===== config.mk =====
export PLATFORM = sky130hd
export DESIGN_NAME = gtxe2_chnl_cpll_seq
export DESIGN_NICKNAME = d
export VERILOG_FILES = /design/src/rtl/gtxe2_chnl_pkg.sv /design/src/rtl/gtxe2_sync2.sv /design/src/rtl/gtxe2_chnl_cpll_seq.sv
export SDC_FILE = /design/constraint.sdc
export NUM_CORES = 1
export LEC_CHECK = 0
export CORE_MARGIN = 2
export CORE_UTILIZATION = 50
export DETAILED_ROUTE_END_ITERATION = 12
export DONT_BUFFER_PORTS = 1
export GPL_TIMING_DRIVEN = 0
export PLACE_DENSITY = 0.75
export SLEW_MARGIN = 10
export SYNTH_ARGS = -nofsm -noshare
export SYNTH_HDL_FRONTEND = slang
export SYNTH_SLANG_ARGS = --single-unit

===== constraint.sdc =====
create_clock -name clk -period 2.3 [get_ports clk]
set_input_delay 0.46 -clock clk [delete_from_list [all_inputs] [get_ports clk]]
set_output_delay 0.46 -clock clk [all_outputs]
set_load 0.02 [all_outputs]

===== src/rtl/gtxe2_chnl_pkg.sv =====
// Shared types for the channel CPLL power-up/reset sequencer.
package gtxe2_chnl_pkg;

    localparam int CNT_W = 16;

    typedef enum logic [2:0] {
        IDLE      = 3'd0,
        PWRDN     = 3'd1,
        RESET     = 3'd2,
        WAIT_LOCK = 3'd3,
        SETTLE    = 3'd4,
        READY     = 3'd5,
        FAIL      = 3'd6
    } cpll_state_e;

endpackage


===== src/rtl/gtxe2_sync2.sv =====
// Two-flop synchronizer for single-bit level signals entering the clk domain.
module gtxe2_sync2 (
    input  logic clk,
    input  logic rst_n,
    input  logic d,
    output logic q
);

    logic meta;

    always_ff @(posedge clk or negedge rst_n) begin
        if (!rst_n) begin
            meta <= 1'b0;
            q    <= 1'b0;
        end else begin
            meta <= d;
            q    <= meta;
        end
    end

endmodule


===== src/rtl/gtxe2_chnl_cpll_seq.sv =====
// CPLL power-down / reset / lock sequencer with lock timeout, bounded retries
// and a registered "CPLL ready" qualifier for PCS reset release.
module gtxe2_chnl_cpll_seq
    import gtxe2_chnl_pkg::*;
#(
    parameter int unsigned PD_CYCLES     = 16,
    parameter int unsigned RST_CYCLES    = 8,
    parameter int unsigned LOCK_TIMEOUT  = 1024,
    parameter int unsigned SETTLE_CYCLES = 32,
    parameter int unsigned MAX_RETRIES   = 3
) (
    input  logic       clk,
    input  logic       rst_n,
    input  logic       start,
    input  logic       cpll_lock,
    input  logic       cpll_refclk_lost,
    output logic       cpll_pd,
    output logic       cpll_reset,
    output logic       cpll_locken,
    output logic       ready,
    output logic       fail,
    output logic [2:0] retry_cnt,
    output logic [2:0] state
);

    localparam logic [CNT_W-1:0] PD_LD  = CNT_W'(PD_CYCLES - 1);
    localparam logic [CNT_W-1:0] RST_LD = CNT_W'(RST_CYCLES - 1);
    localparam logic [CNT_W-1:0] TO_LD  = CNT_W'(LOCK_TIMEOUT - 1);
    localparam logic [CNT_W-1:0] ST_LD  = CNT_W'(SETTLE_CYCLES - 1);
    localparam logic [2:0]       MAX_R  = 3'(MAX_RETRIES);

    cpll_state_e      st, nxt;
    logic [CNT_W-1:0] cnt, cnt_nxt;
    logic [2:0]       retry_nxt;
    logic             lock_s, lost_s, start_q, start_rise, bump;
    logic             pd_nxt, rst_nxt, locken_nxt;

    gtxe2_sync2 u_sync_lock (.clk(clk), .rst_n(rst_n), .d(cpll_lock),        .q(lock_s));
    gtxe2_sync2 u_sync_lost (.clk(clk), .rst_n(rst_n), .d(cpll_refclk_lost), .q(lost_s));

    assign start_rise = start & ~start_q;
    assign state      = st;

    always_comb begin
        nxt       = st;
        cnt_nxt   = (cnt == '0) ? cnt : cnt - CNT_W'(1);
        retry_nxt = retry_cnt;
        bump      = 1'b0;
        if (start_rise) begin
            nxt       = PWRDN;
            cnt_nxt   = PD_LD;
            retry_nxt = '0;
        end else begin
            unique case (st)
                PWRDN: if (cnt == '0) begin
                    nxt     = RESET;
                    cnt_nxt = RST_LD;
                end
                RESET: begin
                    if (lost_s) bump = 1'b1;
                    else if (cnt == '0) begin
                        nxt     = WAIT_LOCK;
                        cnt_nxt = TO_LD;
                    end
                end
                WAIT_LOCK: begin
                    if (lost_s) bump = 1'b1;
                    else if (lock_s) begin
                        nxt     = SETTLE;
                        cnt_nxt = ST_LD;
                    end else if (cnt == '0) bump = 1'b1;
                end
                SETTLE: begin
                    // a dropout restarts the lock wait without costing a retry
                    if (lost_s) bump = 1'b1;
                    else if (!lock_s) begin
                        nxt     = WAIT_LOCK;
                        cnt_nxt = TO_LD;
                    end else if (cnt == '0) begin
                        nxt     = READY;
                        cnt_nxt = '0;
                    end
                end
                READY: if (lost_s || !lock_s) begin
                    nxt       = PWRDN;
                    cnt_nxt   = PD_LD;
                    retry_nxt = '0;
                end
                default: ;
            endcase
        end
        if (bump) begin
            if (retry_cnt < MAX_R) begin
                nxt       = PWRDN;
                cnt_nxt   = PD_LD;
                retry_nxt = retry_cnt + 3'd1;
            end else begin
                nxt     = FAIL;
                cnt_nxt = '0;
            end
        end
        // outputs are decoded from the next state so they register with it
        pd_nxt     = !(nxt inside {RESET, WAIT_LOCK, SETTLE, READY});
        rst_nxt    = (nxt == RESET);
        locken_nxt = (nxt inside {WAIT_LOCK, SETTLE, READY});
    end

    always_ff @(posedge clk or negedge rst_n) begin
        if (!rst_n) begin
            st          <= IDLE;
            cnt         <= '0;
            retry_cnt   <= '0;
            // a start level held through reset is not treated as a new request
            start_q     <= 1'b1;
            cpll_pd     <= 1'b1;
            cpll_reset  <= 1'b0;
            cpll_locken <= 1'b0;
            ready       <= 1'b0;
            fail        <= 1'b0;
        end else begin
            st          <= nxt;
            cnt         <= cnt_nxt;
            retry_cnt   <= retry_nxt;
            start_q     <= start;
            cpll_pd     <= pd_nxt;
            cpll_reset  <= rst_nxt;
            cpll_locken <= locken_nxt;
            ready       <= (nxt == READY);
            fail        <= (nxt == FAIL);
        end
    end

endmodule


# == Yosys cells after proc, flatten, opt, wreduce, memory -nomap -nowiden ==
# Cells that the tools add are included.
# totals
regBits,32
out_inout_bits,11
# classes
addsub,2
magnitude_cmp,1
eq_ne,10
n_mux,38
n_bitwise,2
n_reduce_logical,7
# ops
operator,n
2-to-1 mux 16 bit,12
case mux 16 bit (5 select lines),1
2-to-1 mux 3 bit,17
zero test 16 bit,1
subtractor 16 x 1 -> 16 bit (second input constant),1
== test 3 bit (second input constant),5
case mux 3 bit (5 select lines),1
== test 3 x 2 -> 1 bit (second input constant),4
2-to-1 mux 1 bit,5
2-to-1 mux 4 bit,1
nonzero test 4 bit,1
adder 3 x 1 -> 3 bit (second input constant),1
== test 3 x 1 -> 1 bit (second input constant),1
< comparator 3 x 2 -> 1 bit (second input constant),1
nonzero test 3 bit,1
zero test 1 bit,2
case mux 1 bit (2 select lines),1
OR reduction 2 bit,1
AND 1 bit,1
logical OR 1 bit,1
NOT 1 bit,1

# == Depth between registers and ports, before layout ==
# logic_depth
word_depth,10
ltp_mapped,11
mapped_depth_nobuf,10

# == Modules after synthesis ==
# A second synthesis with hierarchy kept.
# unflattened
hier_cells,201
area_unflattened_um2,1879.3
# by_module_without_submodules
module,n_inst,cells_each,area_per_inst_um2,seq_area_each_um2
gtxe2_chnl_cpll_seq,1,197,1779.2,703.2
gtxe2_sync2,2,2,50.0,50.0

# == Worst setup path after synthesis ==
# No wires, ideal clock.
# synth_path
kind,reg2reg
from,register cnt[0]
to,register cnt[0]
t_arrival_ns,1.985
slack_ns,0.183
path_stages_with_launch,12
period_less_slack_ns,2.117
path_cell_list,dfrtp_1 > inv_1 > ha_1 > nor3b_1 > nand4_1 > buf_2 > ha_1 > a21oi_1 > o21ai_0 > o21ai_0 > a211oi_1 > nor2_1
# synth_between
elab_chain_cells,8
word_cells_on_any_way,20
# synth_rtl
element,line,text
"start, declared",gtxe2_chnl_cpll_seq.sv:33,"logic [CNT_W-1:0] cnt, cnt_nxt;"
"start signal, assigned",gtxe2_chnl_cpll_seq.sv:122,cnt <= cnt_nxt;
subtractor 16 x 1 -> 16 bit or zero test 16 bit (tied branches),"gtxe2_chnl_cpll_seq.sv:46, gtxe2_chnl_cpll_seq.sv:55, gtxe2_chnl_cpll_seq.sv:61",
2-to-1 mux 16 bit,gtxe2_chnl_cpll_seq.sv:46,cnt_nxt = (cnt == '0) ? cnt : cnt - CNT_W'(1);
2-to-1 mux 16 bit,gtxe2_chnl_cpll_seq.sv:79,end else if (cnt == '0) begin
2-to-1 mux 16 bit,gtxe2_chnl_cpll_seq.sv:76,else if (!lock_s) begin
2-to-1 mux 16 bit,gtxe2_chnl_cpll_seq.sv:75,if (lost_s) bump = 1'b1;
case mux 16 bit (5 select lines),gtxe2_chnl_cpll_seq.sv:54,unique case (st)
2-to-1 mux 16 bit,gtxe2_chnl_cpll_seq.sv:49,if (start_rise) begin
2-to-1 mux 16 bit (*),gtxe2_chnl_cpll_seq.sv:92,if (bump) begin
via cnt_nxt[0],gtxe2_chnl_cpll_seq.sv:33,
# The timed path passes the listed nets; every way through them passes the cells marked *.

# == Worst setup path after layout ==
# layout_path
from,register cnt[0]
to,register fail
# layout_between
elab_chain_cells,8
word_cells_on_any_way,16
# layout_rtl
element,line,text
zero test 16 bit (*),--,
2-to-1 mux 3 bit or 2-to-1 mux 1 bit (tied branches),"gtxe2_chnl_cpll_seq.sv:79, gtxe2_chnl_cpll_seq.sv:71",
2-to-1 mux 3 bit or 2-to-1 mux 1 bit (tied branches),"gtxe2_chnl_cpll_seq.sv:76, gtxe2_chnl_cpll_seq.sv:68",
2-to-1 mux 3 bit or 2-to-1 mux 1 bit (tied branches),"gtxe2_chnl_cpll_seq.sv:75, gtxe2_chnl_cpll_seq.sv:67",
case mux 3 bit (5 select lines) or case mux 1 bit (2 select lines) (tied branches),gtxe2_chnl_cpll_seq.sv:54,
2-to-1 mux 3 bit or 2-to-1 mux 1 bit (tied branches),gtxe2_chnl_cpll_seq.sv:49,
2-to-1 mux 3 bit (*),gtxe2_chnl_cpll_seq.sv:92,
== test 3 bit (*),gtxe2_chnl_cpll_seq.sv:129,fail <= (nxt == FAIL);
"end signal, assigned",gtxe2_chnl_cpll_seq.sv:129,
"end, declared",gtxe2_chnl_cpll_seq.sv:21,"output logic fail,"
# Every way passes the cells marked *; elsewhere a longest branch is shown, timed or not.

==> results.ini <==
[timing]
worst_slew_pin_slew_ps=644.4
timing.final.ws_setup_ps=137.2
finalCritPeriodShare_pct=94.04
slew_headroom_pct=56.95
fmax_ghz=0.4624
hold_viol_final=0
maxSlewViolCount=0
skew_ps=6.166
grt_setup_unrepaired=yes
period_minus_slack_ps=2163
setup_viol=0

[clock_network]
cts_tree=built
cts_buffers=5
clk_latency_ps=290
clk_pin_slew_ps=70
clock-sinks=32
clockBufferDepth=2
cts-root-buf=clkbuf_8
htree_levels=2

[drt]
wl_per_cell_um=15.82
detail-route-antenna-nets=0
viasPerCell=5.932
dr_total_vias=1566
drt-total-wl_um=4177
first_pass_iters=4
drt_iter0_drc=119
drc=0

[min_path]
hold_start=start
hold_path_class=in -> reg
hold_depth=0

[power]
power_frac_comb_pct=40.5
p_int_mw=1.405
switching_share_pct=39.17
seqPwrFrac_pct=36.2
vdd_drop_max_v=0.0005588
power_switching_mw=0.9048
power_frac_clock_pct=23.3
powerDensity_nw_per_um2=1054
p_leak_nw=0.9228

[critical_path]
r2r.worst_path.cells=9
cp.buffers_inverters=2
timing.rr.start=cnt[0]$_DFF_PN0_
worstPathArrival_ps=2340
slowest_stage=or3_4
critPathKind=reg -> reg
setup.worst_path.start_class=register
startpoint=cnt[0]$_DFF_PN0_
path_depth=9
max_stage_delay_ps=410
worstSetupEndpointType=register
crit_fanout=4
critical_path.cell_chain=inv_1, ha_4, nor3b_4, nand4_1, buf_4, o21ai_1, a21oi_1, or3_4, a31o_1
critPathRequiredTime_ps=2480
critPathTopFamily=simple AND/OR/NAND/NOR gates

[yosys]
yosysUniqueCellTypes=49
async_flop_share_pct=100.0
synthCells=201
yosys_warnings=0
syn_nets=210
ys_seq_area_share_pct=42.74
netlist_area_um2=1879
syn_avg_cell_area_um2=9.350
synth-edff-count=0
ys_seq_elements=32
synth_ff_type=dfrtp_1

[floorplanning]
die_w_um=65.31
row_count=22
die_y_um=65.31
core_um2=3633
pin_count=16
initial_core_util_pct=51.72
dieArea_um2=4265

[place]
dp_hpwl_um=2719
dp.cells=249
port_buffers=0
gp_congestion=0.8516
place_ws_ps=-224.5

[cells_and_area]
layout.nets=224
largest_reg_flops=16
diodes=0
largest-register=cnt
fin_cells=264
utilization_pct=60.30
drive_gt1_share_pct=18.98
syn2layout_area_growth_pct=16.58

[grt]
grtUsageMet3_pct=5.137
antenna_found_initial=0
met1_usage_pct=28.46
grt_busiest_layer=met2
grt_pass1_vias=1471
grt_start_max_net_pins=31
grt_pass1_wl_um=6844
met2_usage_pct=33.42
grt_usage_pct=21.27
grt_overflow=0

[run]
drv_cap=0

[outcome]
outcome=complete, no violations

[cell usage in the layout, fill, tap and decap left out, types with 5 or more instances in the layout]
cell type / count
a21oi_1: 22
dfrtp_1: 30
a31oi_1: 5
nor2_1: 20
nand2_1: 18
xor2_1: 7
clkbuf_8: 5
xnor2_1: 5
o21ai_0: 7
nor3_2: 5
nand2b_1: 7
[area by class of cell]
class,count,area [um2]
timing repair buffer,7,70.07
multi-input combinational,157,1091
tap,48,60.06
fill,312,1443
clock inverter,3,42.54
clock buffer,5,68.82
sequential,32,803.3
inverter,5,18.77
buffer,7,36.28
[cell usage after synthesis (3+ instances only)]
library cell,count,area share [%]
a21oi_1,22,5.9
a31oi_1,5,1.7
buf_2,3,0.80
clkbuf_1,4,0.80
dfrtp_1,30,40
ha_1,4,2.7
inv_1,4,0.80
nand2_1,18,3.6
nand2b_1,8,2.7
nor2_1,20,4.0
nor2b_1,4,1.3
nor3_1,5,1.3
nor3_2,5,2.7
nor3b_1,3,1.2
nor4_2,3,2.0
o21ai_0,9,2.4
o22ai_1,3,1.0
o31ai_1,3,1.2
xnor2_1,5,2.3
xor2_1,7,3.3
[what timing repair did]
item,CTS,global route
pin swaps,0,2
setup endpoints to repair,1,13
hold buffers,2,1
hold endpoints to repair,30,2
resized for setup,5,9
setup buffers,2,2
[metal layers]
layer / up-vias / part of all wire [%]
li1: 755 / -
met1: 750 / 44
met2: 52 / 49
met3: 9 / 5.6
met4: 0 / 1.6
met5: - / 0
[power by group through the flow]
stage / combinational (mW) / clock [mW] / sequential (mW)
finish: 0.935 / 0.538 / 0.837
global placement: 0.771 / 0 / 0.843
global route: 1.04 / 0.579 / 0.852
detailed placement: 0.784 / 0 / 0.848
CTS: 0.819 / 0.549 / 0.846
floorplan: 0.655 / 0 / 0.823
[worst paths after layout]
| check | to | slack, ps |
|---|---|---|
| worst max register to register | fail$_DFF_PN0_ | 140 |
| min in group asynchronous | state[1]$_DFF_PN0_ | 610 |
| worst min-delay path | start_q$_DFF_PN1_ | 170 |
| worst min register to register | u_sync_lost.q$_DFF_PN0_ | 350 |
| worst max-delay path | fail$_DFF_PN0_ | 140 |
| max in group asynchronous | cnt[7]$_DFF_PN0_ | 1520 |
[worst reg2reg max path, stage by stage, from the launching register on]
cell and delay (ps):
dfrtp_1 390, inv_1 130, ha_4 170, nor3b_4 200
nand4_1 170, buf_4 180, o21ai_1 110, a21oi_1 90
or3_4 410, a31o_1 220
[stage by stage]
step	instance area [um2]	total power [mW]	setup TNS, ps	hold slack (ps)
3_5_place_dp	1939	1.632	-224.5	164.8
6_report	2191	2.310	0	168.9
2_1_floorplan	1879	1.478	0	164.4
4_1_cts	2116	2.214	0	1.318
5_1_grt	2191	2.472	-24.56	152.7
3_3_place_gp	1939	1.614	-145.6	164.9
[kinds of logic (layout without fill, tap and decap cells)]
logic type | count (synthesis) | count (layout) | synth area share [%]
XOR/XNOR | 12 | 12 | 5.593
buffers and inverters | 12 | 27 | 2.596
AO/OA/AOI/OAI | 55 | 55 | 18.04
flip-flops | 32 | 32 | 42.74
AND/OR/NAND/NOR | 83 | 83 | 26.70
adder cells (fa/ha/maj) | 4 | 4 | 2.663
multiplexers | 3 | 3 | 1.664
Power figures use the tool's default switching activity.
